$ cat config.mk
export PLATFORM = sky130hd
export DESIGN_NAME = uart_rx_byte
export DESIGN_NICKNAME = d
export VERILOG_FILES = /design/src/rtl/uart_pkg.sv /design/src/rtl/baud_tick_gen.sv /design/src/rtl/uart_rx_byte.sv
export SDC_FILE = /design/constraint.sdc
export NUM_CORES = 1
export LEC_CHECK = 0
export CORE_MARGIN = 5
export CORE_UTILIZATION = 60
export CTS_CLUSTER_SIZE = 10
export DETAILED_ROUTE_END_ITERATION = 12
export GPL_TIMING_DRIVEN = 0
export PLACE_DENSITY = 0.82
export SETUP_SLACK_MARGIN = 0.5
export SLEW_MARGIN = 20
export SYNTH_ARGS = -nofsm -noshare
export SYNTH_HDL_FRONTEND = slang
export SYNTH_HIERARCHICAL = 1
export SYNTH_SLANG_ARGS = --single-unit
$ cat constraint.sdc
create_clock -name clk -period 2.8 [get_ports clk]
set_input_delay 0.56 -clock clk [delete_from_list [all_inputs] [get_ports clk]]
set_output_delay 0.56 -clock clk [all_outputs]
set_load 0.03 [all_outputs]
$ cat src/rtl/uart_pkg.sv
// Shared UART definitions: FSM state encoding, oversample ratio and baud divider helper.
package uart_pkg;

  localparam int unsigned OVERSAMPLE = 16;
  localparam int unsigned ST_W       = 3;

  typedef logic [ST_W-1:0] state_t;

  localparam state_t ST_IDLE   = 3'd0;
  localparam state_t ST_START  = 3'd1;
  localparam state_t ST_DATA   = 3'd2;
  localparam state_t ST_STOP   = 3'd3;
  localparam state_t ST_BREAK  = 3'd4;
  localparam state_t ST_PARITY = 3'd5;

  // Clock cycles per oversample tick, floor division.
  function automatic int unsigned calc_div(input int unsigned clk_freq, input int unsigned baud);
    return clk_freq / (baud * OVERSAMPLE);
  endfunction

endpackage

$ cat src/rtl/baud_tick_gen.sv
// Free-running divider producing a one-cycle tick every DIV clocks; shared by the UART rx and tx.
module baud_tick_gen #(
  parameter int unsigned DIV = 325
) (
  input  logic clk,
  input  logic reset,
  output logic tick
);

  localparam int unsigned CW = (DIV > 1) ? $clog2(DIV) : 1;
  localparam logic [CW-1:0] LAST = CW'(DIV - 1);

  logic [CW-1:0] cnt;
  logic [CW-1:0] cnt_next;

  always_comb begin
    cnt_next = (cnt == LAST) ? '0 : cnt + CW'(1);
  end

  // tick is registered from cnt_next so it is high exactly while cnt == DIV-1.
  always_ff @(posedge clk or negedge reset) begin
    if (!reset) begin
      cnt  <= '0;
      tick <= 1'b0;
    end else begin
      cnt  <= cnt_next;
      tick <= (cnt_next == LAST);
    end
  end

endmodule

$ cat src/rtl/uart_rx_byte.sv
// 16x oversampling UART receiver, 8N1 LSB first, one-cycle strobe per byte into the FIFO.
// Optional even-parity checking is enabled by defining UART_RX_PARITY_EN.
module uart_rx_byte
  import uart_pkg::*;
#(
  parameter int unsigned DATA_SIZE  = 8,
  parameter int unsigned CLK_FREQ   = 50000000,
  parameter int unsigned BAUD       = 9600,
  parameter int unsigned OVERSAMPLE = 16,
  parameter int unsigned STOP_TICKS = 16
) (
  input  logic                 clk,
  input  logic                 reset,
  input  logic                 rx,
  output logic [DATA_SIZE-1:0] rx_data,
  output logic                 rx_done_tick,
  output logic                 frame_err,
  output logic                 parity_err,
  output logic                 busy
);

  localparam int unsigned DIV   = calc_div(CLK_FREQ, BAUD);
  localparam int unsigned S_MAX = (STOP_TICKS > OVERSAMPLE) ? STOP_TICKS : OVERSAMPLE;
  localparam int unsigned S_W   = $clog2(S_MAX);
  localparam int unsigned N_W   = (DATA_SIZE > 1) ? $clog2(DATA_SIZE) : 1;

  localparam logic [S_W-1:0] S_MID  = S_W'(OVERSAMPLE / 2 - 1);
  localparam logic [S_W-1:0] S_BIT  = S_W'(OVERSAMPLE - 1);
  localparam logic [S_W-1:0] S_STOP = S_W'(STOP_TICKS - 1);
  localparam logic [N_W-1:0] N_LAST = N_W'(DATA_SIZE - 1);

  logic                 rx_meta;
  logic                 rx_s;
  logic                 tick;
  state_t               state;
  state_t               state_next;
  logic [S_W-1:0]       s;
  logic [S_W-1:0]       s_next;
  logic [N_W-1:0]       n;
  logic [N_W-1:0]       n_next;
  logic [DATA_SIZE-1:0] sh;
  logic [DATA_SIZE-1:0] sh_next;
  logic [DATA_SIZE-1:0] data_next;
  logic                 done_next;
  logic                 ferr_next;
`ifdef UART_RX_PARITY_EN
  logic                 par_bad;
  logic                 par_bad_next;
  logic                 perr_next;
`endif

  baud_tick_gen #(
    .DIV (DIV)
  ) u_tick (
    .clk   (clk),
    .reset (reset),
    .tick  (tick)
  );

  // Two-flop synchronizer; idle-high reset keeps a reset release from looking like a start bit.
  always_ff @(posedge clk or negedge reset) begin
    if (!reset) begin
      rx_meta <= 1'b1;
      rx_s    <= 1'b1;
    end else begin
      rx_meta <= rx;
      rx_s    <= rx_meta;
    end
  end

  always_ff @(posedge clk or negedge reset) begin
    if (!reset) state <= ST_IDLE;
    else        state <= state_next;
  end

  always_comb begin
    state_next = state;
    case (state)
      ST_IDLE:  if (!rx_s) state_next = ST_START;
      ST_START: if (tick && s == S_MID) state_next = rx_s ? ST_IDLE : ST_DATA;
      ST_DATA: begin
        if (tick && s == S_BIT && n == N_LAST) begin
`ifdef UART_RX_PARITY_EN
          state_next = ST_PARITY;
`else
          state_next = ST_STOP;
`endif
        end
      end
`ifdef UART_RX_PARITY_EN
      ST_PARITY: if (tick && s == S_BIT) state_next = ST_STOP;
`endif
      ST_STOP:  if (tick && s == S_STOP) state_next = rx_s ? ST_IDLE : ST_BREAK;
      ST_BREAK: if (rx_s) state_next = ST_IDLE;
      default:  state_next = ST_IDLE;
    endcase
  end

  // Counter, shift register and pulse next-values.
  always_comb begin
    s_next    = s;
    n_next    = n;
    sh_next   = sh;
    data_next = rx_data;
    done_next = 1'b0;
    ferr_next = 1'b0;
`ifdef UART_RX_PARITY_EN
    par_bad_next = par_bad;
    perr_next    = 1'b0;
`endif
    case (state)
      ST_IDLE: begin
        s_next = '0;
        n_next = '0;
      end
      ST_START: begin
        if (tick) begin
          if (s == S_MID) begin
            s_next = '0;
            n_next = '0;
          end else begin
            s_next = s + S_W'(1);
          end
        end
      end
      ST_DATA: begin
        if (tick) begin
          if (s == S_BIT) begin
            s_next  = '0;
            sh_next = {rx_s, sh[DATA_SIZE-1:1]};
            if (n != N_LAST) n_next = n + N_W'(1);
          end else begin
            s_next = s + S_W'(1);
          end
        end
      end
`ifdef UART_RX_PARITY_EN
      ST_PARITY: begin
        if (tick) begin
          if (s == S_BIT) begin
            s_next       = '0;
            par_bad_next = ^{sh, rx_s};
          end else begin
            s_next = s + S_W'(1);
          end
        end
      end
`endif
      ST_STOP: begin
        if (tick) begin
          if (s == S_STOP) begin
            s_next = '0;
            if (rx_s) begin
              data_next = sh;
              done_next = 1'b1;
`ifdef UART_RX_PARITY_EN
              perr_next = par_bad;
`endif
            end else begin
              ferr_next = 1'b1;
            end
          end else begin
            s_next = s + S_W'(1);
          end
        end
      end
      default: s_next = '0;
    endcase
  end

  always_ff @(posedge clk or negedge reset) begin
    if (!reset) begin
      s            <= '0;
      n            <= '0;
      sh           <= '0;
      rx_data      <= '0;
      rx_done_tick <= 1'b0;
      frame_err    <= 1'b0;
      busy         <= 1'b0;
    end else begin
      s            <= s_next;
      n            <= n_next;
      sh           <= sh_next;
      rx_data      <= data_next;
      rx_done_tick <= done_next;
      frame_err    <= ferr_next;
      busy         <= (state_next != ST_IDLE);
    end
  end

`ifdef UART_RX_PARITY_EN
  always_ff @(posedge clk or negedge reset) begin
    if (!reset) begin
      par_bad    <= 1'b0;
      parity_err <= 1'b0;
    end else begin
      par_bad    <= par_bad_next;
      parity_err <= perr_next;
    end
  end
`else
  assign parity_err = 1'b0;
`endif

endmodule

# --- Word-level counts from Yosys, hierarchy flattened ---
# Index checks and enable logic that the tools add are counted.
op_classes:
  reduce_logical: 11
  n_eq_ne: 16
  muxes: 28
  add_sub_neg: 3
ops:
  columns: ["cell", "count"]
  rows:
  - ["3-bit two-way mux", 11]
  - ["9-bit == test, second input constant", 2]
  - ["4-bit two-way mux", 4]
  - ["3-bit case mux with 5 select lines", 1]
  - ["9-bit by 1-bit adder with 9-bit output, second input constant", 1]
  - ["9-bit two-way mux", 1]
  - ["3-bit case mux with 3 select lines", 1]
  - ["1-bit two-way mux", 8]
  - ["4-bit case mux with 2 select lines", 1]
  - ["3-bit by 2-bit == test with 1-bit output, second input constant", 2]
  - ["3-bit == test, second input constant", 2]
  - ["2-bit by 1-bit inequality test with 1-bit output, second input constant", 3]
  - ["2-bit inequality test, second input constant", 3]
  - ["6-bit AND reduction", 1]
  - ["3-bit nonzero test", 2]
  - ["4-bit by 1-bit adder with 4-bit output, second input constant", 1]
  - ["4-bit by 3-bit == test with 1-bit output, second input constant", 1]
  - ["4-bit == test, second input constant", 1]
  - ["4-bit AND reduction", 1]
  - ["3-bit by 1-bit adder with 3-bit output, second input constant", 1]
  - ["3-bit by 1-bit == test with 1-bit output, second input constant", 1]
  - ["1-bit logical AND", 3]
  - ["3-bit logical NOT", 1]
  - ["3-bit inequality test, second input constant", 1]
  - ["other kinds (4)", 4]
totals:
  register_bits: 41

# --- Logic depth before layout (Yosys ltp) ---
# Gate-level depths: netlist (run 1).
depth:
  word_depth: 6
  depth_mapped: 6
  ltp_nobuf: 6

# --- Hierarchy ---
# The synthesis (run 1) kept the hierarchy.
by_module_without_submodules:
  columns: ["mod", "n_inst", "area_per_inst_um2", "cells_per_inst", "seq_area_each_um2"]
  rows:
  - ["uart_rx_byte", 1, 1403.8, 113, 778.2]
  - ["baud_tick_gen", 1, 551.8, 52, 250.2]

# --- Worst setup path after synthesis (run 1) ---
# No wires, ideal clock.
synth_timing:
  path_kind: "register to register"
  from: "register u_tick.cnt[0]"
  to: "register u_tick.tick"
  stages_incl_launch_ff: 7
  path_buffers: 1
  setup_ps: 107
  setup_slack_ps: 1006
  arrival_time_ps: 1687
  cell_sequence: "dfrtp_1 > inv_1 > ha_1 > and4_1 > buf_6 > or4_4 > a2111oi_4"
synth_between:
  elab_chain_cells: 3
synth_rtl:
  columns: ["item", "line_no", "source"]
  rows:
  - ["start: declaration", "baud_tick_gen.sv:13", "logic [CW-1:0] cnt;"]
  - ["start signal: assignment", "baud_tick_gen.sv:26", "cnt <= cnt_next;"]
  - ["9-bit by 1-bit adder with 9-bit output / 9-bit == test (equally long branches)", "baud_tick_gen.sv:17", "cnt_next = (cnt == LAST) ? '0 : cnt + CW'(1);"]
  - ["9-bit two-way mux (*)", "baud_tick_gen.sv:17", null]
  - ["9-bit == test (*)", "baud_tick_gen.sv:27", "tick <= (cnt_next == LAST);"]
  - ["end signal: assignment", "baud_tick_gen.sv:27", null]
  - ["end: declaration", "baud_tick_gen.sv:7", "output logic tick"]
# Mark *: on every way between the ends. The rest lies on a longest branch, timed or not.
# A chain may end at the register's enable or synchronous reset.

# --- Worst setup path in the final report (run 1) ---
# Same ends and word-level chain as after synthesis.

==> results of run 1 <==
[per-stage QoR]
step | setup slack [ns] | util, %
after global placement | 0.256 | 69.6
after floorplan | 1.01 | -
after global routing | 0.675 | 73.7
after detailed placement | 0.867 | 70.3
final | 0.815 | 73.7
after CTS | 0.823 | 73.7
[cell type report]
type	instances	area, µm²
inverter	4	15.0
sequential	41	1030
clock inverter	3	68.8
clock buffer	5	37.5
fill	226	808
multi-input combinational	111	862
buffer	9	50.0
tap	44	55.1
timing repair buffer	14	153
[path summary, 6_finish.rpt]
check / from / end / slack (ns) / cells past startpoint
max in group asynchronous: reset / rx_meta / 2.13 / 2
worst max-delay path: u_tick/cnt[0] / u_tick/tick / 0.81 / 5
worst min-delay path: reset / sh[0] / 0.13 / 1
min in group clk: rx_meta / rx_s / 0.36 / 0
worst min register to register: rx_meta / rx_s / 0.36 / 0
worst max register to register: u_tick/cnt[0] / u_tick/tick / 0.81 / 5
[state kept, by name (all words and copies together), names as in the netlist, 3 cells and up]
name and cells:
state 3, u_tick/cnt 9, n 3, s 4, rx_data 8, sh 8
[where the power goes]
part / switching (W) / total [W] / internal [W]
sequential: 0.00000133 / 0.000596 / 0.000595
clock: 0.000198 / 0.000479 / 0.000281
combinational: 0.0000145 / 0.0000213 / 0.00000676
[kinds of logic (layout without fill, tap and decap cells)]
kind of cell,Yosys count,after routing,synth area share (%)
and+or+nand+nor,55,55,17.1
DFF,41,41,52.6
AOI/OAI and AO/OA,22,22,8.83
muxes,18,18,10.2
buffers and inverters,13,35,3.33
xor gates and xnor gates,10,10,4.48
adders and majority gates,5,5,3.20
other,1,1,0.192
[per-layer routing]
layer  vias to the layer above  part of all wire (%)  track usage, %
met4                         0                   1.4            6.08
met5                         -                     0               0
li1                        622                     -               -
met1                       639                    43            20.2
met3                         6                   3.7            5.73
met2                        28                    52            31.7
[worst max-delay path: stages, from the launching register on]
cell and delay (ns):
dfrtp_1 0.48, ha_1 0.18, clkbuf_1 0.30, xnor2_1 0.14, or4_4 0.51, a2111oi_4 0.28
[Yosys cell counts (2+ instances only)]
cell type,instances,area (µm²)
a21oi_1,3,15.0
a311oi_1,2,17.5
and2_1,2,12.5
and4_1,2,17.5
buf_2,2,10.0
clkbuf_1,3,11.3
clkbuf_2,2,10.0
dfrtp_1,39,976
dfstp_2,2,52.6
ha_1,5,62.6
inv_1,4,15.0
mux2_2,16,180
mux2i_1,2,20.0
nand2_1,6,22.5
nand3_1,6,30.0
nand4_1,3,18.8
nor2_1,16,60.1
nor2b_1,4,25.0
nor3b_1,3,22.5
o21ai_0,7,35.0
o2bb2ai_1,2,17.5
o31ai_1,2,15.0
xnor2_1,5,43.8
xor2_1,5,43.8
==> results by group, run 1 <==
Floorplan
  – Die Wd: between 60 and 70 µm
  – Die ar.: 4500 µm²
  – Core Region: between 3000 and 4000 µm²
  – Number of cell rows: 20
  – Initial Util: 63.5%
  – Die height: 67.1 µm
  – I/O pin count: 15

Global routing
  – Initial antenna violation count: 0
  – GRT overflow: 0
  – Vias in the first global route: 1325
  – First-pass GRT wire length: 5950 µm
  – Largest net degree at the start of global routing: 25
  – GRT Util Overall: between 10% and 20%

Synth
  – Syn nets: 173
  – Post-synth top flop: dfrtp_1
  – Synth Register Bits: 41
  – Seq/Total Area, Yosys: between 50 and 60%
  – Distinct cells, synth: 46
  – Async set-or-reset flop fraction in the synthesized netlist: 100%
  – EDFF count, synth: 0
  – Syn Area/Cell: 11.9 µm²
  – Syn Inst Count: 165
  – Post-Syn Area: 1960 µm²
  – Synth warn: 6

Run
  – Total of max-cap violations: 0

Final layout
  – Layout Nets: 194
  – Most frequent cells in the layout: dfrtp_1 (39), nor2_1 (16), mux2_2 (16)
  – Area growth syn-to-layout: 16.1%
  – Cell Count, Final, Fillers Out: 231
  – Number of antenna diodes: 0
  – Final Cell Area: 2270 µm²
  – Fraction of layout cells with a size suffix above 1: 23.0%
  – Most common cell after layout, fill and taps aside: dfrtp_1

STA
  – Setup TNS: 0 ns
  – Worst Skew: about 0.0042 ns
  – Final Cycle Share: 70.9%
  – Final Hold Viols: 0
  – Unrepaired setup endpoints after global routing: no
  – Tmin final: between 1.5 and 2 ns
  – Final count of pins violating max slew: 0
  – Setup violations, final: 0
  – Max frequency: roughly 500 MHz
  – Final hold slack: approximately 0.13 ns

CTS
  – Clk_lat worst skew: 0.35 ns
  – Clock sink count: between 40 and 50
  – Setup bufs post-CTS: 0
  – # H-tree levels: 2
  – Clock-pin slew on the worst setup and hold paths: ~0.12 ns
  – Clock buffer depth: 2
  – Number of CTS-inserted buffers: 5
  – PostCTS Resize Cnt: 0
  – Root Buffer: clkbuf_4
  – CTS tree: yes
  – Post-CTS Hold Fix Bufs: 0

Place
  – Port Buffers: 13
  – DP Area: 2160 µm²
  – DP HPWL: about 2400 µm
  – Inst Count DP: 223
  – Gpl congestion: 0.828

Power and ir drop
  – Leakage: 1.04 nW
  – Total power draw: 0.00110 W
  – Peak VDD IR: 0.359 mV
  – PwrDens: 483 nW/µm²

Hold path
  – HP Class: input pin to asynchronous set/reset pin

Worst setup path
  – Critical path peak fanout: 8
  – Setup CP Type: flip-flop to flip-flop
  – Critical Path Source Type: flip-flop
  – CP required: 3.05 ns
  – Crit path capture type: flip-flop
  – Worst Path Arrival: 2.24 ns

Routing
  – Drt first-iter violations: 89
  – DR vias: 1295
  – Vias/cell: ~5.6
  – Final WL: 3370 µm
  – WL/cell: between 10 and 15 µm
  – # DRC: 0
  – Total iterations of the first detailed-routing run: 4
  – Post-detailed-route count of antenna-violating nets: 0

Status
  – Outcome: finished clean
No activity file was read; power rests on OpenSTA's default activity.
==> run 2, diff against run 1 <==
CORE_UTILIZATION = 51   (was 60)
PLACE_DENSITY = 0.74   (was 0.82)
clock period = 1.8 ns   (was 2.8 ns; I/O delays follow)
==> run 2 against run 1 <==
  * Combinational power rose by 65%
  * Flip-flop and latch count unchanged
  * Register-to-register slack got worse by 0.71 ns
  * Wire length increased by 36%
  * Global-route usage is 0.33 points lower
  * Clock power increased by 57%
  * Count of clock-buffer cells in the layout did not move
  * Cell count grew 11%
  * Largest cell class is now multi-input gates
  * Highest routed layer unchanged
==> results by group, run 2 (same netlist as run 1, synthesis figures left out) <==
Routing
  – # DRC: 0
  – Total iterations of the first detailed-routing run: 4
  – Final WL: around 4600 µm
  – DR vias: 1451
  – Drt first-iter violations: 85
  – Vias/cell: 5.67
  – Post-detailed-route count of antenna-violating nets: 0
  – WL/cell: roughly 18 µm

Power and ir drop
  – PwrDens: 646 nW/µm²
  – Leakage: 1.20 nW
  – Seq pwr share: 54.1%
  – Cell-internal power: roughly 0.0013 W
  – Sw frac: 21.3%
  – Peak VDD IR: 0.604 mV
  – Logic pwr share: between 2 and 2.5%
  – Total power draw: about 0.0017 W
  – Clock network fraction of design power: a little over two fifths
  – Sw power: around 0.00037 W

Run
  – Total of max-cap violations: 0

Floorplan
  – Number of cell rows: 22
  – Die Wd: 71.9 µm
  – Core Region: 3690 µm²
  – Initial Util: 53.0%
  – I/O pin count: 15
  – Die ar.: 5170 µm²
  – Die height: approximately 72 µm

CTS
  – Clock-pin slew on the worst setup and hold paths: 0.08 ns
  – CTS tree: yes
  – Clock buffer depth: 2
  – Clock sink count: approximately 40
  – Root Buffer: clkbuf_8
  – # H-tree levels: 2
  – Number of CTS-inserted buffers: 5
  – Clk_lat worst skew: 0.30 ns

STA
  – Relative slew slack: between 60% and 70%
  – Final Cycle Share: 94.2%
  – Setup TNS: 0 ns
  – Unrepaired setup endpoints after global routing: yes
  – Max frequency: 590 MHz
  – Final Hold Viols: 0
  – Tmin final: 1.70 ns
  – Worst Skew: 0.00598 ns
  – Worst-margin pin slew: just over 0.5 ns
  – Setup violations, final: 0
  – Final count of pins violating max slew: 0

Global routing
  – Vias in the first global route: 1514
  – Initial antenna violation count: 0
  – Largest net degree at the start of global routing: 23
  – First-pass GRT wire length: 7120 µm
  – GRT Util Overall: around 18%
  – GRT overflow: 0

Worst setup path
  – Crit path capture type: flip-flop
  – Reg2reg start: s[1]
  – Setup CP Type: flip-flop to flip-flop
  – Critical path peak fanout: 5
  – Worst r2r path cells: 6
  – Flop2flop setup slack: 0.10 ns
  – Critical Path Source Type: flip-flop
  – Worst Path Arrival: 1.88 ns
  – CP required: 1.98 ns
  – FF-to-FF End: rx_data[0]

Final layout
  – Number of antenna diodes: 0
  – Multi-input gate area: 1050 µm²
  – Layout Nets: 215
  – Final Cell Area: 2660 µm²
  – Final core occ: a little under three quarters
  – Layout fillers: 243
  – Cell Count, Final, Fillers Out: 256
  – Fraction of layout cells with a size suffix above 1: roughly 46%
  – Largest register FFs: 9
  – Area growth syn-to-layout: 35.8%
  – Biggest regs: u_tick/cnt (9), rx_data (8), sh (8)
  – Most common cell after layout, fill and taps aside: dfrtp_1
  – Reg area: 1030 µm²
  – Register with the most flip-flops: u_tick/cnt
  – Most frequent cells in the layout: dfrtp_1 (37), nor2_1 (16), mux2_4 (16)

Place
  – Gpl congestion: 0.849
  – DP HPWL: 2670 µm
  – Port Buffers: 13
  – DP Area: between 2000 and 2500 µm²
  – Inst Count DP: between 200 and 250

Hold path
  – HP Class: input pin to asynchronous set/reset pin

Status
  – Outcome: finished clean
==> run 2: routing by layer <==
metal	share of wire (%)	vias to the layer above	GRT usage (%)
li1	-	663	-
met1	40	717	21.5
met2	53	55	30.3
met3	4.1	16	4.16
met4	2.8	0	6.47
met5	0	-	0
==> run 2: cell type report <==
cell class | instances | area share (%)
multi-input combinational | 112 | 39.6
sequential | 41 | 38.8
timing repair buffer | 34 | 11.7
buffer | 9 | 2.64
clock buffer | 5 | 2.59
tap | 48 | 2.26
clock inverter | 3 | 1.74
inverter | 4 | 0.566
==> run 2: stage by stage <==
step | setup WS, ns | hold slack (ns)
final | 0.104 | 0.0264
after detailed placement | 0.0171 | 0.348
after global placement | -0.563 | 0.348
after global routing | 0.0287 | 0.0459
after CTS | 0.102 | 0.0235
after floorplan | 0.169 | 0.0644
==> run 2: timing repair <==
| item | in CTS | in global routing |
|---|---|---|
| endpoints found under the setup margin | 37 | 36 |
| setup buffers | 13 | 7 |
| hold buffers | 0 | 0 |
| endpoints found under the hold margin | 0 | 0 |
| gates resized for setup | 79 | 13 |
| cloned | 1 | 0 |
| pin swaps | 10 | 12 |
==> run 2: worst max path at each step <==
stage,startpoint,to,slack (ns),cells past startpoint
2_1_floorplan,u_tick/cnt[0],u_tick/tick,0.17,5
3_3_place_gp,reset,sh[5],-0.56,1
3_5_place_dp,s[0],sh[6],0.02,5
4_1_cts,u_tick/cnt[1],u_tick/tick,0.10,5
5_1_grt,u_tick/cnt[1],u_tick/tick,0.03,5
6_report,s[1],rx_data[0],0.10,6
==> run 2: power by group through the flow <==
stage               sequential (W)  combinational, W  clock, W
floorplan                 0.000944        0.00000639         0
global placement          0.000945         0.0000280         0
detailed placement        0.000945         0.0000353         0
CTS                       0.000927         0.0000363  0.000768
global route              0.000928         0.0000403  0.000805
finish                    0.000927         0.0000352  0.000753
==> run 2: critical path: stages (launching register included) <==
cell and delay, ns:
dfrtp_1 0.41, ha_4 0.19, and4_4 0.28, nand2_8 0.08, buf_12 0.13, nor2_8 0.16, mux2_4 0.33
